### config.mk
export PLATFORM = sky130hd
export DESIGN_NAME = vblank_dma_flat
export DESIGN_NICKNAME = d
export VERILOG_FILES = /design/src/rtl/dma_pkg.sv /design/src/rtl/vblank_dma_if.sv /design/src/rtl/vblank_dma_regs.sv /design/src/rtl/vblank_dma.sv /design/src/flat_wrapper.sv
export SDC_FILE = /design/constraint.sdc
export NUM_CORES = 1
export LEC_CHECK = 0
export CAP_MARGIN = 40
export CORE_UTILIZATION = 48
export DETAILED_ROUTE_END_ITERATION = 6
export PLACE_DENSITY = 0.86
export SETUP_SLACK_MARGIN = 0.4
export SYNTH_ARGS = -nofsm -noshare
export SYNTH_HDL_FRONTEND = slang
export SYNTH_SLANG_ARGS = --single-unit
### constraint.sdc
create_clock -name clk -period 2.5 [get_ports clk]
set_input_delay 0.25 -clock clk [delete_from_list [all_inputs] [get_ports clk]]
set_output_delay 0.25 -clock clk [all_outputs]
set_load 0.01 [all_outputs]
### src/rtl/dma_pkg.sv
// ---------------------------------------------------------------------------
// dma_pkg
// Shared definitions for the vblank DMA engine: register word offsets, CTRL
// write/read bit positions, the engine state encoding and the helper that
// picks the first state after a GO (or after the awaited vblank edge).
// ---------------------------------------------------------------------------
package dma_pkg;

  // Register word offsets relative to BASE_ADDR
  localparam logic [1:0] OFF_SRC  = 2'd0;
  localparam logic [1:0] OFF_DST  = 2'd1;
  localparam logic [1:0] OFF_LEN  = 2'd2;
  localparam logic [1:0] OFF_CTRL = 2'd3;

  // CTRL write bits
  localparam int CTRL_GO    = 0;
  localparam int CTRL_VBL   = 1;
  localparam int CTRL_ABORT = 2;

  // CTRL read (status) bits
  localparam int STAT_BUSY  = 0;
  localparam int STAT_DONE  = 1;
  localparam int STAT_ARMED = 2;

  typedef enum logic [2:0] {
    ST_IDLE  = 3'd0,
    ST_ARMED = 3'd1,
    ST_READ  = 3'd2,
    ST_WAIT  = 3'd3,
    ST_WRITE = 3'd4,
    ST_DONE  = 3'd5
  } dma_state_e;

  function automatic logic is_busy(input dma_state_e s);
    return (s == ST_READ) || (s == ST_WAIT) || (s == ST_WRITE);
  endfunction

  // A zero-length copy goes straight to DONE so it never touches the bus.
  function automatic dma_state_e start_state(input logic wait_vbl,
                                             input logic [15:0] len);
    if (wait_vbl)
      return ST_ARMED;
    else if (len == 16'd0)
      return ST_DONE;
    else
      return ST_READ;
  endfunction

endpackage

### src/rtl/vblank_dma_if.sv
// ---------------------------------------------------------------------------
// vblank_dma_if
// CPU16 register-port and DMA bus-port signals of the vblank DMA engine.
//   cpu_addr/cpu_wdata/cpu_we : CPU register access into the engine
//   reg_hit/reg_rdata         : combinational decode and readback
//   dma_grant                 : bus free of renderer reads this cycle
//   dma_addr/dma_rdata        : source read address and returned data
//   dma_wdata/dma_we          : RAM write data and strobe
// slave  = the DMA engine view, master = the platform / bus side.
// ---------------------------------------------------------------------------
interface vblank_dma_if;
  logic [15:0] cpu_addr;
  logic [15:0] cpu_wdata;
  logic        cpu_we;
  logic        reg_hit;
  logic [15:0] reg_rdata;
  logic        dma_grant;
  logic [15:0] dma_addr;
  logic [15:0] dma_rdata;
  logic [15:0] dma_wdata;
  logic        dma_we;

  modport slave (
    input  cpu_addr, cpu_wdata, cpu_we, dma_grant, dma_rdata,
    output reg_hit, reg_rdata, dma_addr, dma_wdata, dma_we
  );

  modport master (
    output cpu_addr, cpu_wdata, cpu_we, dma_grant, dma_rdata,
    input  reg_hit, reg_rdata, dma_addr, dma_wdata, dma_we
  );
endinterface

### src/rtl/vblank_dma_regs.sv
// ---------------------------------------------------------------------------
// vblank_dma_regs
// Register file of the DMA engine: address decode, SRC/DST/LEN working
// registers, sticky done bit, CTRL strobes and readback mux.
//   clk, reset             : clock, async active-low reset
//   cpu_addr/wdata/we      : CPU register access
//   reg_hit, reg_rdata     : combinational decode / readback
//   lock                   : engine busy or armed; blocks SRC/DST/LEN and GO
//   st_busy, st_armed      : status bits for CTRL readback
//   done_set               : engine entering DONE
//   eng_upd, eng_*         : engine post-write update of the working copies
//   src, dst, len          : current working copies
//   go, go_vbl, abort      : CTRL write strobes
// ---------------------------------------------------------------------------
module vblank_dma_regs
  import dma_pkg::*;
#(
  parameter logic [15:0] BASE_ADDR = 16'hFFF8
) (
  input  logic        clk,
  input  logic        reset,
  input  logic [15:0] cpu_addr,
  input  logic [15:0] cpu_wdata,
  input  logic        cpu_we,
  output logic        reg_hit,
  output logic [15:0] reg_rdata,
  input  logic        lock,
  input  logic        st_busy,
  input  logic        st_armed,
  input  logic        done_set,
  input  logic        eng_upd,
  input  logic [15:0] eng_src,
  input  logic [14:0] eng_dst,
  input  logic [15:0] eng_len,
  output logic [15:0] src,
  output logic [14:0] dst,
  output logic [15:0] len,
  output logic        go,
  output logic        go_vbl,
  output logic        abort
);

  logic [15:0] src_q, src_d;
  logic [14:0] dst_q, dst_d;
  logic [15:0] len_q, len_d;
  logic        done_q, done_d;

  logic [15:0] off;
  logic [1:0]  sel;
  logic        wr_en;
  logic        ctrl_wr;

  // Subtracting the base keeps the decode correct for any BASE_ADDR,
  // including windows that straddle a 4-word boundary.
  assign off     = cpu_addr - BASE_ADDR;
  assign sel     = off[1:0];
  assign reg_hit = (off[15:2] == 14'd0);
  assign wr_en   = cpu_we && reg_hit;
  assign ctrl_wr = wr_en && (sel == OFF_CTRL);

  assign go     = ctrl_wr && cpu_wdata[CTRL_GO] && !lock;
  assign go_vbl = cpu_wdata[CTRL_VBL];
  assign abort  = ctrl_wr && cpu_wdata[CTRL_ABORT];

  assign src = src_q;
  assign dst = dst_q;
  assign len = len_q;

  always_comb begin
    src_d  = src_q;
    dst_d  = dst_q;
    len_d  = len_q;
    done_d = done_q;

    // The CPU is held while the engine updates, so the two never coincide.
    if (eng_upd) begin
      src_d = eng_src;
      dst_d = eng_dst;
      len_d = eng_len;
    end else if (wr_en && !lock) begin
      case (sel)
        OFF_SRC: src_d = cpu_wdata;
        OFF_DST: dst_d = cpu_wdata[14:0];
        OFF_LEN: len_d = cpu_wdata;
        default: ;
      endcase
    end

    if (done_set)
      done_d = 1'b1;
    else if (ctrl_wr)
      done_d = 1'b0;
  end

  always_ff @(posedge clk or negedge reset) begin
    if (!reset) begin
      src_q  <= '0;
      dst_q  <= '0;
      len_q  <= '0;
      done_q <= 1'b0;
    end else begin
      src_q  <= src_d;
      dst_q  <= dst_d;
      len_q  <= len_d;
      done_q <= done_d;
    end
  end

  always_comb begin
    reg_rdata = '0;
    if (reg_hit) begin
      case (sel)
        OFF_SRC: reg_rdata = src_q;
        OFF_DST: reg_rdata = {1'b0, dst_q};
        OFF_LEN: reg_rdata = len_q;
        default: begin
          reg_rdata[STAT_BUSY]  = st_busy;
          reg_rdata[STAT_DONE]  = done_q;
          reg_rdata[STAT_ARMED] = st_armed;
        end
      endcase
    end
  end

endmodule

### src/rtl/vblank_dma.sv
// ---------------------------------------------------------------------------
// vblank_dma
// DMA engine on the CPU16 bus: copies LEN words from any CPU-visible address
// into the 15-bit RAM space, holding the CPU while it runs; optionally waits
// for the next vblank rising edge before starting.
//   clk      : system clock
//   reset    : async active-low reset
//   vblank   : level, high during vertical blank
//   dma_busy : CPU hold / address-mux select
//   irq_done : one-cycle pulse on completion or abort
//   bus      : CPU register port and DMA bus port (vblank_dma_if.slave)
//
// state    | meaning
// ---------+-------------------------------------------------------------
// IDLE     | waiting for GO
// ARMED    | GO with VBL seen, waiting for a registered vblank rise
// READ     | source address on the bus, waiting for grant
// WAIT     | read data returning; replay READ if the bus was stolen
// WRITE    | destination write, held until granted
// DONE     | one cycle: done status set, irq_done pulsed
// ---------------------------------------------------------------------------
module vblank_dma
  import dma_pkg::*;
#(
  parameter logic [15:0] BASE_ADDR = 16'hFFF8
) (
  input  logic         clk,
  input  logic         reset,
  input  logic         vblank,
  output logic         dma_busy,
  output logic         irq_done,
  vblank_dma_if.slave  bus
);

  dma_state_e  state_q, state_d;
  logic [15:0] addr_q, addr_d;
  logic [15:0] wdata_q, wdata_d;
  logic        we_q, we_d;
  logic        busy_q, busy_d;
  logic        irq_q, irq_d;
  logic        abort_pend_q, abort_pend_d;
  logic        vbl_s1_q, vbl_s2_q;

  logic [15:0] src, len;
  logic [14:0] dst;
  logic        go, go_vbl, abort;
  logic        eng_upd;
  logic        vbl_rise;

  assign vbl_rise = vbl_s1_q && !vbl_s2_q;

  vblank_dma_regs #(.BASE_ADDR(BASE_ADDR)) u_regs (
    .clk       (clk),
    .reset     (reset),
    .cpu_addr  (bus.cpu_addr),
    .cpu_wdata (bus.cpu_wdata),
    .cpu_we    (bus.cpu_we),
    .reg_hit   (bus.reg_hit),
    .reg_rdata (bus.reg_rdata),
    .lock      (busy_q || (state_q == ST_ARMED)),
    .st_busy   (busy_q),
    .st_armed  (state_q == ST_ARMED),
    .done_set  (irq_d),
    .eng_upd   (eng_upd),
    .eng_src   (src + 16'd1),
    .eng_dst   (dst + 15'd1),
    .eng_len   (len - 16'd1),
    .src       (src),
    .dst       (dst),
    .len       (len),
    .go        (go),
    .go_vbl    (go_vbl),
    .abort     (abort)
  );

  always_comb begin
    state_d      = state_q;
    abort_pend_d = abort_pend_q;
    wdata_d      = wdata_q;
    eng_upd      = 1'b0;

    case (state_q)
      ST_IDLE: begin
        if (go) state_d = start_state(go_vbl, len);
      end
      ST_DONE: begin
        state_d = go ? start_state(go_vbl, len) : ST_IDLE;
      end
      ST_ARMED: begin
        if (abort)         state_d = ST_DONE;
        else if (vbl_rise) state_d = start_state(1'b0, len);
      end
      ST_READ: begin
        if (abort)              state_d = ST_DONE;
        else if (bus.dma_grant) state_d = ST_WAIT;
      end
      ST_WAIT: begin
        if (abort) begin
          state_d = ST_DONE;
        end else if (!bus.dma_grant) begin
          state_d = ST_READ;
        end else begin
          wdata_d = bus.dma_rdata;
          state_d = ST_WRITE;
        end
      end
      ST_WRITE: begin
        // An abort here lets the pending write land before stopping.
        if (bus.dma_grant) begin
          eng_upd      = 1'b1;
          abort_pend_d = 1'b0;
          state_d      = (abort || abort_pend_q || len == 16'd1) ? ST_DONE : ST_READ;
        end else if (abort) begin
          abort_pend_d = 1'b1;
        end
      end
      default: state_d = ST_IDLE;
    endcase

    busy_d = is_busy(state_d);
    we_d   = (state_d == ST_WRITE);
    irq_d  = (state_d == ST_DONE);

    case (state_d)
      ST_READ:  addr_d = eng_upd ? (src + 16'd1) : src;
      ST_WRITE: addr_d = {1'b0, eng_upd ? (dst + 15'd1) : dst};
      default:  addr_d = '0;
    endcase

    if (!busy_d) wdata_d = '0;
  end

  always_ff @(posedge clk or negedge reset) begin
    if (!reset) begin
      state_q      <= ST_IDLE;
      addr_q       <= '0;
      wdata_q      <= '0;
      we_q         <= 1'b0;
      busy_q       <= 1'b0;
      irq_q        <= 1'b0;
      abort_pend_q <= 1'b0;
      vbl_s1_q     <= 1'b0;
      vbl_s2_q     <= 1'b0;
    end else begin
      state_q      <= state_d;
      addr_q       <= addr_d;
      wdata_q      <= wdata_d;
      we_q         <= we_d;
      busy_q       <= busy_d;
      irq_q        <= irq_d;
      abort_pend_q <= abort_pend_d;
      vbl_s1_q     <= vblank;
      vbl_s2_q     <= vbl_s1_q;
    end
  end

  // The write strobe follows grant within the WRITE cycle so a stolen bus
  // cycle simply delays the write.
  assign bus.dma_we    = we_q && bus.dma_grant;
  assign bus.dma_addr  = addr_q;
  assign bus.dma_wdata = wdata_q;
  assign dma_busy      = busy_q;
  assign irq_done      = irq_q;

endmodule

### src/flat_wrapper.sv
// flat-port wrapper written by rule: the top's interface ports become plain ports
module vblank_dma_flat import dma_pkg::*;
#(
  parameter logic [15:0] BASE_ADDR = 16'hFFF8
)
  (clk, reset, vblank, dma_busy, irq_done, bus_cpu_addr, bus_cpu_wdata, bus_cpu_we, bus_dma_grant, bus_dma_rdata, bus_reg_hit, bus_reg_rdata, bus_dma_addr, bus_dma_wdata, bus_dma_we);
  vblank_dma_if bus_i ();
  input  logic clk;
  input  logic reset;
  input  logic vblank;
  output logic dma_busy;
  output logic irq_done;
  input wire logic [$bits(bus_i.cpu_addr)-1:0] bus_cpu_addr;
  input wire logic [$bits(bus_i.cpu_wdata)-1:0] bus_cpu_wdata;
  input wire logic [$bits(bus_i.cpu_we)-1:0] bus_cpu_we;
  input wire logic [$bits(bus_i.dma_grant)-1:0] bus_dma_grant;
  input wire logic [$bits(bus_i.dma_rdata)-1:0] bus_dma_rdata;
  output wire logic [$bits(bus_i.reg_hit)-1:0] bus_reg_hit;
  output wire logic [$bits(bus_i.reg_rdata)-1:0] bus_reg_rdata;
  output wire logic [$bits(bus_i.dma_addr)-1:0] bus_dma_addr;
  output wire logic [$bits(bus_i.dma_wdata)-1:0] bus_dma_wdata;
  output wire logic [$bits(bus_i.dma_we)-1:0] bus_dma_we;
  assign bus_i.cpu_addr = bus_cpu_addr;
  assign bus_i.cpu_wdata = bus_cpu_wdata;
  assign bus_i.cpu_we = bus_cpu_we;
  assign bus_i.dma_grant = bus_dma_grant;
  assign bus_i.dma_rdata = bus_dma_rdata;
  assign bus_reg_hit = bus_i.reg_hit;
  assign bus_reg_rdata = bus_i.reg_rdata;
  assign bus_dma_addr = bus_i.dma_addr;
  assign bus_dma_wdata = bus_i.dma_wdata;
  assign bus_dma_we = bus_i.dma_we;
  vblank_dma #(.BASE_ADDR(BASE_ADDR)) u_core (.clk(clk), .reset(reset), .vblank(vblank), .dma_busy(dma_busy), .irq_done(irq_done), .bus(bus_i));
endmodule
==> results of run 1 <==
-- worst max-delay path, stage by stage, from the launching register on --
cell and delay (ps):
dfrtp_1 390, or4_4 560, nor4_4 230, nand2b_2 100, or3_4 340, or3_4 340
and3_1 170, a211o_1 270
-- registers in the layout, indices dropped and copies added (netlist names) --
name / flops
u_core.bus.dma_addr: 16
u_core.bus.dma_wdata: 16
u_core.u_regs.len: 16
u_core.u_regs.src: 16
u_core.u_regs.dst: 15
u_core.state_q: 3
u_core.abort_pend_q: 1
u_core.dma_busy: 1
u_core.irq_done: 1
u_core.u_regs.done_q: 1
u_core.vbl_s1_q: 1
u_core.vbl_s2_q: 1
u_core.we_q: 1
-- where the power goes --
group	total (W)	switching [W]	internal, W
clock network	0.00141	0.000604	0.000804
registers	0.00152	0.0000427	0.00148
logic	0.000706	0.000371	0.000335
total	0.00363	0.00102	0.00262
-- final timing paths --
path	end	start	slack (ps)	depth (start not counted)
worst max-delay path	u_core.u_regs.len[15]$_DFFE_PN0P_	u_core.u_regs.len[3]$_DFFE_PN0P_	-10	7
worst min-delay path	u_core.vbl_s1_q$_DFF_PN0_	vblank	360	1
worst max register to register	u_core.u_regs.len[15]$_DFFE_PN0P_	u_core.u_regs.len[3]$_DFFE_PN0P_	-10	7
worst min register to register	u_core.vbl_s2_q$_DFF_PN0_	u_core.vbl_s1_q$_DFF_PN0_	380	0
max in group asynchronous	u_core.u_regs.dst[6]$_DFFE_PN0P_	reset	1360	3
min in group asynchronous	u_core.vbl_s2_q$_DFF_PN0_	reset	460	2
-- cell families (layout without fill, tap and decap cells) --
group           after synthesis  after routing  synth area share
fa+ha+maj                     5              5            0.0115
buf+inv                      55            253            0.0422
compound gates              138            138             0.159
flops                        89             89             0.408
xor+xnor                     31             31            0.0497
mux                          37             37            0.0756
simple gates                270            270             0.254
-- cell type report --
| class | instances | share of cell area |
|---|---|---|
| clock buffers | 10 | 0.0283 |
| clock inverters | 6 | 0.00785 |
| inverters | 17 | 0.00785 |
| multi-input cells | 481 | 0.421 |
| flip-flops and latches | 89 | 0.264 |
| well taps | 140 | 0.0207 |
| repair buffers | 220 | 0.250 |
-- stage by stage --
stage	power [W]	area [um2]
floorplan	0.00182	5550
global placement	0.00212	7220
detailed placement	0.00213	7220
CTS	0.00353	7780
global route	0.00373	8450
finish	0.00363	8450
-- synthesized netlist by cell type, drive strengths merged, types with 3 or more instances --
master  count  area, um2
nor3       27        145
and3       12       75.1
ha          5       62.6
nand4       6       37.5
mux2i      33        330
mux4        3       71.3
a21oi      38        190
nor4        5       61.3
and4        6       52.6
clkbuf     26       98.8
or3         9       61.3
nand2      46        175
nand2b      8       52.6
a31oi       7       43.8
xor2        7       61.3
a32oi       3       26.3
nor3b       6       45.0
buf        12       67.6
dfrtp      89       2230
or2         6       37.5
nor2b       4       25.0
nor2       97        372
a21o        3       23.8
nand3      21        105
o21ai      31        159
o22ai      23        144
xnor2      24        210
and2       11       68.8
a211oi     10       75.1
inv        17       63.8
-- what timing repair did --
item | CTS | global route
pin swaps | 26 | 33
gates resized for setup | 150 | 143
hold endpoints to repair | 41 | 0
gates cloned | 3 | 1
setup buffers | 16 | 19
endpoints found under the setup margin | 101 | 99
hold buffers | 1 | 0
-- layer usage --
metal,wire (um),share of wire,track usage
met1,7620,0.36,0.397
met2,10200,0.48,0.533
met3,2100,0.098,0.0496
met4,1410,0.066,0.136
met5,0,0,0
==> results.md, run 1 <==
* Status: finished, violations left
* Failing checks: setup timing
* Clk_skew at between 10 and 15 ps
* Clock-pin slew on the worst setup and hold paths at roughly 70 ps
* Worst Hold Slack at ~360 ps
* Post-route DRC at 0
* Dpl hpwl at approximately 13000 um
* Least-Margin Pin Slew at ~610 ps
* Ys flop type: dfrtp_1
* Maximum clock frequency at ~0.4 GHz
* Via count at 6255
* Total CTS buffers at 9
* Post-synth EDFFs at 0
* Startpoint Class: flop
* Final cell count without fillers at about 960
* Clock Tree Root: clkbuf_16
* Synth Instances at 625
* Setup CP Type: flop to flop
* Maximum clock insertion buffer count at 2
* CP endpoint kind: flop
* PwrDens at around 430 mW/mm2
* H-tree Lvls at 3
* Routability Congestion at roughly 0.94
* Drt initial violations at roughly 750
* Syn Std Cell Area at 0.00546 mm2
* Peak VDD IR at ~350 uV
* Initial antenna violation count at 0
* Syn_nets at just under 700
* Critical path required time at between 2000 and 3000 ps
* Hold Fails Final Rpt at 0
* Mean post-synth cell area at 8.74 um2
* Fillers at ~660
* CTS Sinks at 89
* Overall global routing resource usage at 0.315
* Pin count of the biggest net entering global routing at around 50
* Overflow after GRT at 0
* Sequential Area at ~0.0022 mm2
* Synth unique cells at 70
* Area growth syn-to-layout at 54.8%
* Die Width at approximately 110 um
* Post-detailed-route wirelength per cell at about 22 um
* Max capacitance violation total at 0
* Routed Antenna Nets at 0
* # rows at 38
* Final max-slew violation count at 0
* PnR worst setup slack at -11.3 ps
* Clk_lat worst skew at approximately 350 ps
* Slew HR at 0.594
* LEAKAGE at approximately 3.7 nW
* Fraction of layout cells with a size suffix above 1 at 0.344
* DRT Pass-1 Iters at 6
* I/O Buffers at 104
* First-pass GRT wire length at around 28000 um
* Fraction of registers with async set/reset at 1.00
* Leading cell type in the layout, fill and taps excluded: dfrtp_1
* Total core area at 0.0110 mm2
* I/O Pins at between 100 and 150
* TritonCTS clock tree: built
* Nets at a little under 900
* Die ar. at 0.0118 mm2
* Die H at 109 um
* Core Util, Final at 0.770
* RSZ-0062 raised after global routing: yes
* Period Utilization, post-route at 1.00
* Post-synthesis register bit count at 89
* Vias in the first global route at around 5600
* Post-synthesis sequential area ratio at 0.408
* Period minus WS final at between 2000 and 3000 ps
* Most frequent cells in the layout: dfrtp_1, nor2_1, buf_4
* Ant diodes at 0
* Vias per cell at about 6.5
* Post-Place Cells at 907
* Initial Util at 0.497
* Final WL at 21400 um
* Setup TNS at -11.3 ps
* Pre-CTS setup slack at -417 ps
* Multi-input logic area at ~0.0036 mm2
* Number of synthesis warnings at 0
* CP Max Fanout at 2
* Hold Crit Class: primary input to flop
* Worst EP arrival at about 2700 ps
* Setup violators final at 1
Power figures use the tool's default switching activity.
==> run 2: changes to the inputs <==
--- a/config.mk
+++ b/config.mk
@@ -5,10 +5,11 @@
 export SDC_FILE = /design/constraint.sdc
 export NUM_CORES = 1
 export LEC_CHECK = 0
+export ABC_AREA = 1
 export CAP_MARGIN = 40
 export CORE_UTILIZATION = 48
 export DETAILED_ROUTE_END_ITERATION = 6
-export PLACE_DENSITY = 0.86
+export PLACE_DENSITY = 0.85
 export SETUP_SLACK_MARGIN = 0.4
 export SYNTH_ARGS = -nofsm -noshare
 export SYNTH_HDL_FRONTEND = slang
==> run 2 against run 1 <==
The flow finishes with violations (DRC, setup timing). Final cell count is 23% higher. Register-to-register slack got worse by 220 ps. Via count is 25% higher. Global-route usage rose by 1.9 points. Clock skew shrank 2.4 ps. Wire length is 25% higher. Flip-flop and latch count unchanged. Critical endpoint is now u_core.bus.dma_wdata[13]$_DFFE_PN0P_. Highest routed layer unchanged.
==> results.md, run 2 <==
* Worst EP arrival at between 3000 and 4000 ps
* Clk_skew at about 8.3 ps
* Pwr Total at approximately 0.009 W
* PwrDens at roughly 1000 mW/mm2
* Period Utilization, post-route at 1.09
* # rows at 39
* Dpl hpwl at roughly 13000 um
* Final WL at 26800 um
* Synth Instances at approximately 840
* Initial Util at 0.502
* Clk_lat worst skew at ~370 ps
* Fraction of registers with async set/reset at 1.00
* Routability Congestion at 0.972
* Final max-slew violation count at 0
* Number of synthesis warnings at 0
* Post-synthesis register bit count at 89
* Hold Crit Class: primary input to flop
* Top-count cell post-synth: nand2_1
* Syn_nets at around 900
* Via count at approximately 8000
* Maximum clock insertion buffer count at 2
* Fraction of layout cells with a size suffix above 1 at 0.295
* H-tree Lvls at 3
* Clock-pin slew on the worst setup and hold paths at approximately 70 ps
* Max capacitance violation total at 0
* I/O Pins at ~110
* Post-Place Cells at ~1100
* Initial antenna violation count at 1
* Post-route DRC at approximately 130
* Maximum clock frequency at 0.366 GHz
* Post-synth EDFFs at 0
* Setup CP Type: flop to flop
* Clock share of power at 0.151
* Synth unique cells at 42
* Routed Antenna Nets at 0
* Commonest cells in the netlist: nand2_1, inv_1, nor2_1
* RSZ-0062 raised after global routing: yes
* Syn Std Cell Area at approximately 0.0059 mm2
* First-pass GRT wire length at approximately 33000 um
* Sequential power share at 0.286
* Vias per cell at ~6.6
* Vias in the first global route at about 6600
* P_int at approximately 0.0046 W
* Period minus WS final at approximately 2700 ps
* Critical path required time at between 2000 and 3000 ps
* Pre-CTS setup slack at -543 ps
* Setup violators final at 37
* Hold Path Stages at 1
* Die Width at ~110 um
* Total core area at 0.0117 mm2
* Die H at between 100 and 150 um
* Clock Tree Root: clkbuf_16
* Share of Yosys cell area claimed by the top area cell type at 0.380
* Peak VDD IR at around 710 uV
* Startpoint Class: flop
* Mean post-synth cell area at ~7 um2
* Total CTS buffers at 9
* Slew HR at 0.581
* Die ar. at about 0.013 mm2
* Final cell count without fillers at between 1000 and 1500
* Hold Fails Final Rpt at 0
* Status: finished, violations left
* LEAKAGE at around 4.1 nW
* DRT Pass-1 Iters at 7
* Net switching power at approximately 0.0045 W
* Post-synthesis sequential area ratio at 0.380
* R2R depth at 14
* CP endpoint kind: flop
* CTS Sinks at between 80 and 90
* Combinational share of power at 0.563
* Ys flop type: dfrtp_1
* Overflow after GRT at 0
* Area contributors post-synth: dfrtp_1, nand2_1, inv_1
* Leading cell type in the layout, fill and taps excluded: nand2_1
* CP Max Fanout at 5
* Nets at between 1000 and 1500
* I/O Buffers at between 100 and 150
* PnR worst setup slack at -232 ps
* Pin count of the biggest net entering global routing at 56
* Leading area contributor after synthesis: dfrtp_1
* Least-Margin Pin Slew at roughly 630 ps
* Area growth syn-to-layout at 55.2%
* Switching portion of total power at 0.491
* TritonCTS clock tree: built
* Overall global routing resource usage at 0.334
* Drt initial violations at 1320
* Post-detailed-route wirelength per cell at ~23 um
* Failing checks: DRC, setup timing
* Most frequent cells in the layout: nand2_1, inv_1, dfrtp_1
## run 2: per-layer routing
layer  part of all wire  track usage
met1               0.32        0.424
met2               0.44        0.549
met3               0.15       0.0799
met4              0.093        0.138
met5                  0            0
## run 2: final cells by class
class                      instances  area, um2
timing repair inverter             4       47.5
clock buffer                      10        239
fill                             626       2570
antenna                            1       2.50
inverter                         119        483
sequential                        89       2230
clock inverter                     6       51.3
timing repair buffer             203       2100
multi-input combinational        608       3760
tap                              143        179
## run 2: repair_timing
| item | in CTS | in global routing |
|---|---|---|
| setup buffers | 19 | 25 |
| pin swaps | 56 | 36 |
| hold buffers | 1 | 0 |
| setup endpoints to repair | 103 | 102 |
| cloned | 5 | 9 |
| endpoints found under the hold margin | 44 | 0 |
| gates resized for setup | 169 | 142 |
## run 2: per-stage QoR
| stage | setup TNS (ps) | hold WS, ps | util | cell area, um2 |
|---|---|---|---|---|
| after floorplan | 0 | -45.6 | - | 5950 |
| after global placement | -34120 | 294 | 0.637 | 7430 |
| after detailed placement | -37950 | 294 | 0.637 | 7430 |
| after CTS | 0 | 327 | 0.708 | 8260 |
| after global routing | -10590 | 330 | 0.779 | 9090 |
| final | -5500 | 321 | 0.779 | 9090 |
## run 2: kinds of logic (layout without fill, tap and decap cells)
group / count (synthesis) / in the layout / synth area share
xor+xnor: 6 / 6 / 0.00897
buf+inv: 149 / 342 / 0.105
simple gates: 411 / 414 / 0.312
flops: 89 / 89 / 0.380
fa+ha+maj: 5 / 5 / 0.0107
compound gates: 183 / 183 / 0.184
other cells: 0 / 1 / 0
## run 2: final timing paths
kind,from,endpoint,slack [ps]
max reg2reg,u_core.u_regs.len[6]$_DFFE_PN0P_,u_core.bus.dma_wdata[13]$_DFFE_PN0P_,-230
min in group asynchronous,reset,u_core.bus.dma_wdata[13]$_DFFE_PN0P_,450
max,u_core.u_regs.len[6]$_DFFE_PN0P_,u_core.bus.dma_wdata[13]$_DFFE_PN0P_,-230
min reg2reg,u_core.vbl_s1_q$_DFF_PN0_,u_core.vbl_s2_q$_DFF_PN0_,390
min,vblank,u_core.vbl_s1_q$_DFF_PN0_,320
max in group asynchronous,reset,u_core.u_regs.src[0]$_DFFE_PN0P_,1360
## run 2: critical path: stages (launching register included)
cell     delay (ps)
dfrtp_1         490
nor2_1          180
nand3_1         220
nor2_4          200
nand2_2          90
nor3_4          260
nand2_1         110
nor2_1          120
nand3_1         130
nand2_2         160
inv_2            70
nand3_4         150
buf_12          160
nand3_4         120
a21oi_2         180
## run 2: power groups by stage
stage	registers (W)	logic [W]	clock network (W)
floorplan	0.00243	0.00218	0
global placement	0.00248	0.00321	0
detailed placement	0.00249	0.00329	0
CTS	0.00248	0.00393	0.00135
global route	0.00262	0.00536	0.00143
finish	0.00260	0.00513	0.00138
==> run 3: changes to the inputs <==
--- a/config.mk
+++ b/config.mk
@@ -7,10 +7,12 @@
 export LEC_CHECK = 0
 export ABC_AREA = 1
 export CAP_MARGIN = 40
-export CORE_UTILIZATION = 48
+export CORE_UTILIZATION = 58
 export DETAILED_ROUTE_END_ITERATION = 6
-export PLACE_DENSITY = 0.85
+export DONT_BUFFER_PORTS = 1
+export PLACE_DENSITY = 0.84
 export SETUP_SLACK_MARGIN = 0.4
 export SYNTH_ARGS = -nofsm -noshare
 export SYNTH_HDL_FRONTEND = slang
 export SYNTH_SLANG_ARGS = --single-unit
+export TNS_END_PERCENT = 30
==> run 3 against run 2 <==
The flow finishes with violations (hold timing). Setup slack improved by 400 ps. Via count down 20%. Maximum frequency grew 17%. Highest routed layer unchanged. Critical path type unchanged.
==> results.md, run 3 (synthesized netlist as in run 2, its figures left out) <==
* Post-detailed-route wirelength per cell at about 18 um
* PwrDens at 1030 mW/mm2
* Hold Fails Final Rpt at just under 90
* Status: finished, violations left
* Clk_skew at approximately 18 ps
* LEAKAGE at between 3 and 4 nW
* Hold Crit Class: primary input to async pin
* Slew HR at 0.675
* DRT Pass-1 Iters at 6
* Overall global routing resource usage at 0.347
* Post-route DRC at 0
* Leading cell type in the layout, fill and taps excluded: nand2_1
* Area growth syn-to-layout at 14.5%
* Clk_lat worst skew at 380 ps
* Initial Util at 0.599
* Final WL at between 15000 and 20000 um
* Critical path required time at 2800 ps
* Clock-pin slew on the worst setup and hold paths at 90 ps
* I/O Buffers at 0
* Total CTS buffers at 9
* Routed Antenna Nets at 0
* Startpoint Class: flop
* Nets at around 930
* RSZ-0062 raised after global routing: yes
* H-tree Lvls at 3
* Hold-fix buffers, CTS at 1
* Worst EP arrival at between 2000 and 3000 ps
* Reg-to-reg slack, setup at around 170 ps
* Total core area at a little under 0.01 mm2
* Maximum clock frequency at between 0.4 and 0.5 GHz
* Worst Hold Slack at -427 ps
* Peak VDD IR at approximately 500 uV
* TritonCTS clock tree: built
* Max capacitance violation total at 0
* Drt initial violations at between 500 and 600
* PnR worst setup slack at approximately 170 ps
* CTS Sinks at slightly below 90
* Crit path from: u_core.u_regs.len[1]$_DFFE_PN0P_
* I/O Pins at ~110
* Clock Tree Root: clkbuf_8
* Least-Margin Pin Slew at between 400 and 500 ps
* Die H at just over 100 um
* Period Utilization, post-route at 0.932
* Vias in the first global route at roughly 5700
* Pin count of the biggest net entering global routing at 90
* Via count at ~6200
* Most frequent cells in the layout: nand2_1, inv_1, nor2_1
* Failing checks: hold timing
* CP endpoint kind: flop
* Design Area, Final at 0.00671 mm2
* Setup violators final at 0
* Overflow after GRT at 0
* Pwr Total at approximately 0.007 W
* Routability Congestion at 0.993
* # rows at 36
* Die ar. at ~0.011 mm2
* RR Endpoint: u_core.irq_done$_DFF_PN0_
* Initial antenna violation count at 0
* Fraction of layout cells with a size suffix above 1 at 0.153
* Pre-CTS setup slack at 80.5 ps
* DP Area at around 0.0061 mm2
* First-pass GRT wire length at between 20000 and 30000 um
* R2R depth at 17
* RR Startpoint: u_core.u_regs.len[1]$_DFFE_PN0P_
* Dpl hpwl at about 13000 um
* Setup CP Type: flop to flop
* Period minus WS final at between 2000 and 2500 ps
* Die Width at slightly above 100 um
* Final max-slew violation count at 0
* Vias per cell at just over 6
* Ant diodes at 0
* Maximum clock insertion buffer count at 2
* CP Max Fanout at 8
* Setup TNS at 0 ps
run 3: changes by cell type in the layout (fill, tap and decap cells not counted), moves of 22 or more:
| cell | before | now |
|---|---|---|
| clkdlybuf4s50_1 | 73 | 0 |
| buf_6 | 29 | 0 |
| nand3_2 | 26 | 4 |
| nor2_1 | 69 | 91 |
| buf_4 | 58 | 36 |
| nand3_1 | 51 | 75 |
run 3: power by group:
| group | leakage (nW) | switching, W | internal (W) | total (W) |
|---|---|---|---|---|
| Clock | 0.0998 | 0.000535 | 0.000489 | 0.00102 |
| Combinational | 1.87 | 0.00210 | 0.00116 | 0.00327 |
| Sequential | 1.13 | 0.000624 | 0.00197 | 0.00260 |
run 3: cell type report:
cell class / count / area, um2
Fill cell: 822 / 3060
Clock inverter: 4 / 52.6
Clock buffer: 11 / 141
Multi-Input combinational cell: 608 / 3270
Sequential cell: 89 / 2230
Tap cell: 133 / 166
Inverter: 119 / 467
Timing Repair Buffer: 42 / 385
run 3: worst max path at each step:
| stage | end | slack, ps |
|---|---|---|
| 2_1_floorplan | u_core.bus.dma_wdata[10]$_DFFE_PN0P_ | 320 |
| 3_3_place_gp | u_core.bus.dma_addr[14]$_DFF_PN0_ | 160 |
| 3_5_place_dp | u_core.bus.dma_wdata[6]$_DFFE_PN0P_ | 80 |
| 4_1_cts | u_core.bus.dma_addr[14]$_DFF_PN0_ | 280 |
| 5_1_grt | u_core.bus.dma_wdata[1]$_DFFE_PN0P_ | 100 |
| 6_report | u_core.irq_done$_DFF_PN0_ | 170 |
run 3: layer usage:
| layer | share of wire | up-vias | track usage |
|---|---|---|---|
| met1 | 0.39 | 2925 | 0.469 |
| met5 | 0 | - | 0 |
| li1 | - | 2865 | - |
| met3 | 0.11 | 60 | 0.0719 |
| met4 | 0.030 | 0 | 0.140 |
| met2 | 0.47 | 395 | 0.546 |
run 3: through the flow:
step	util	instances
after floorplan	-	843
after global placement	0.625	967
after detailed placement	0.625	967
after CTS	0.667	997
after global routing	0.687	1006
final	0.687	1006
run 3: worst max-delay path: stages (launching register included):
cell and delay [ps]:
dfrtp_1 410, inv_2 80, ha_4 140, nand2_4 60, nor2_4 130, inv_2 60, nor2_4 140, nand2_2 100
nor3_4 200, nand2_1 90, nor2_1 100, nand3_1 80, nand2_1 80, inv_2 50, nand3_4 160, clkbuf_16 210
nand2_1 90, inv_1 70
run 3: repair_timing:
item / 4_1_cts / 5_1_grt
resized for setup: 19 / 27
endpoints found under the setup margin: 52 / 98
hold endpoints to repair: 90 / 89
pin swaps: 10 / 10
buffers inserted: 12 / 7
cloned: 2 / 2
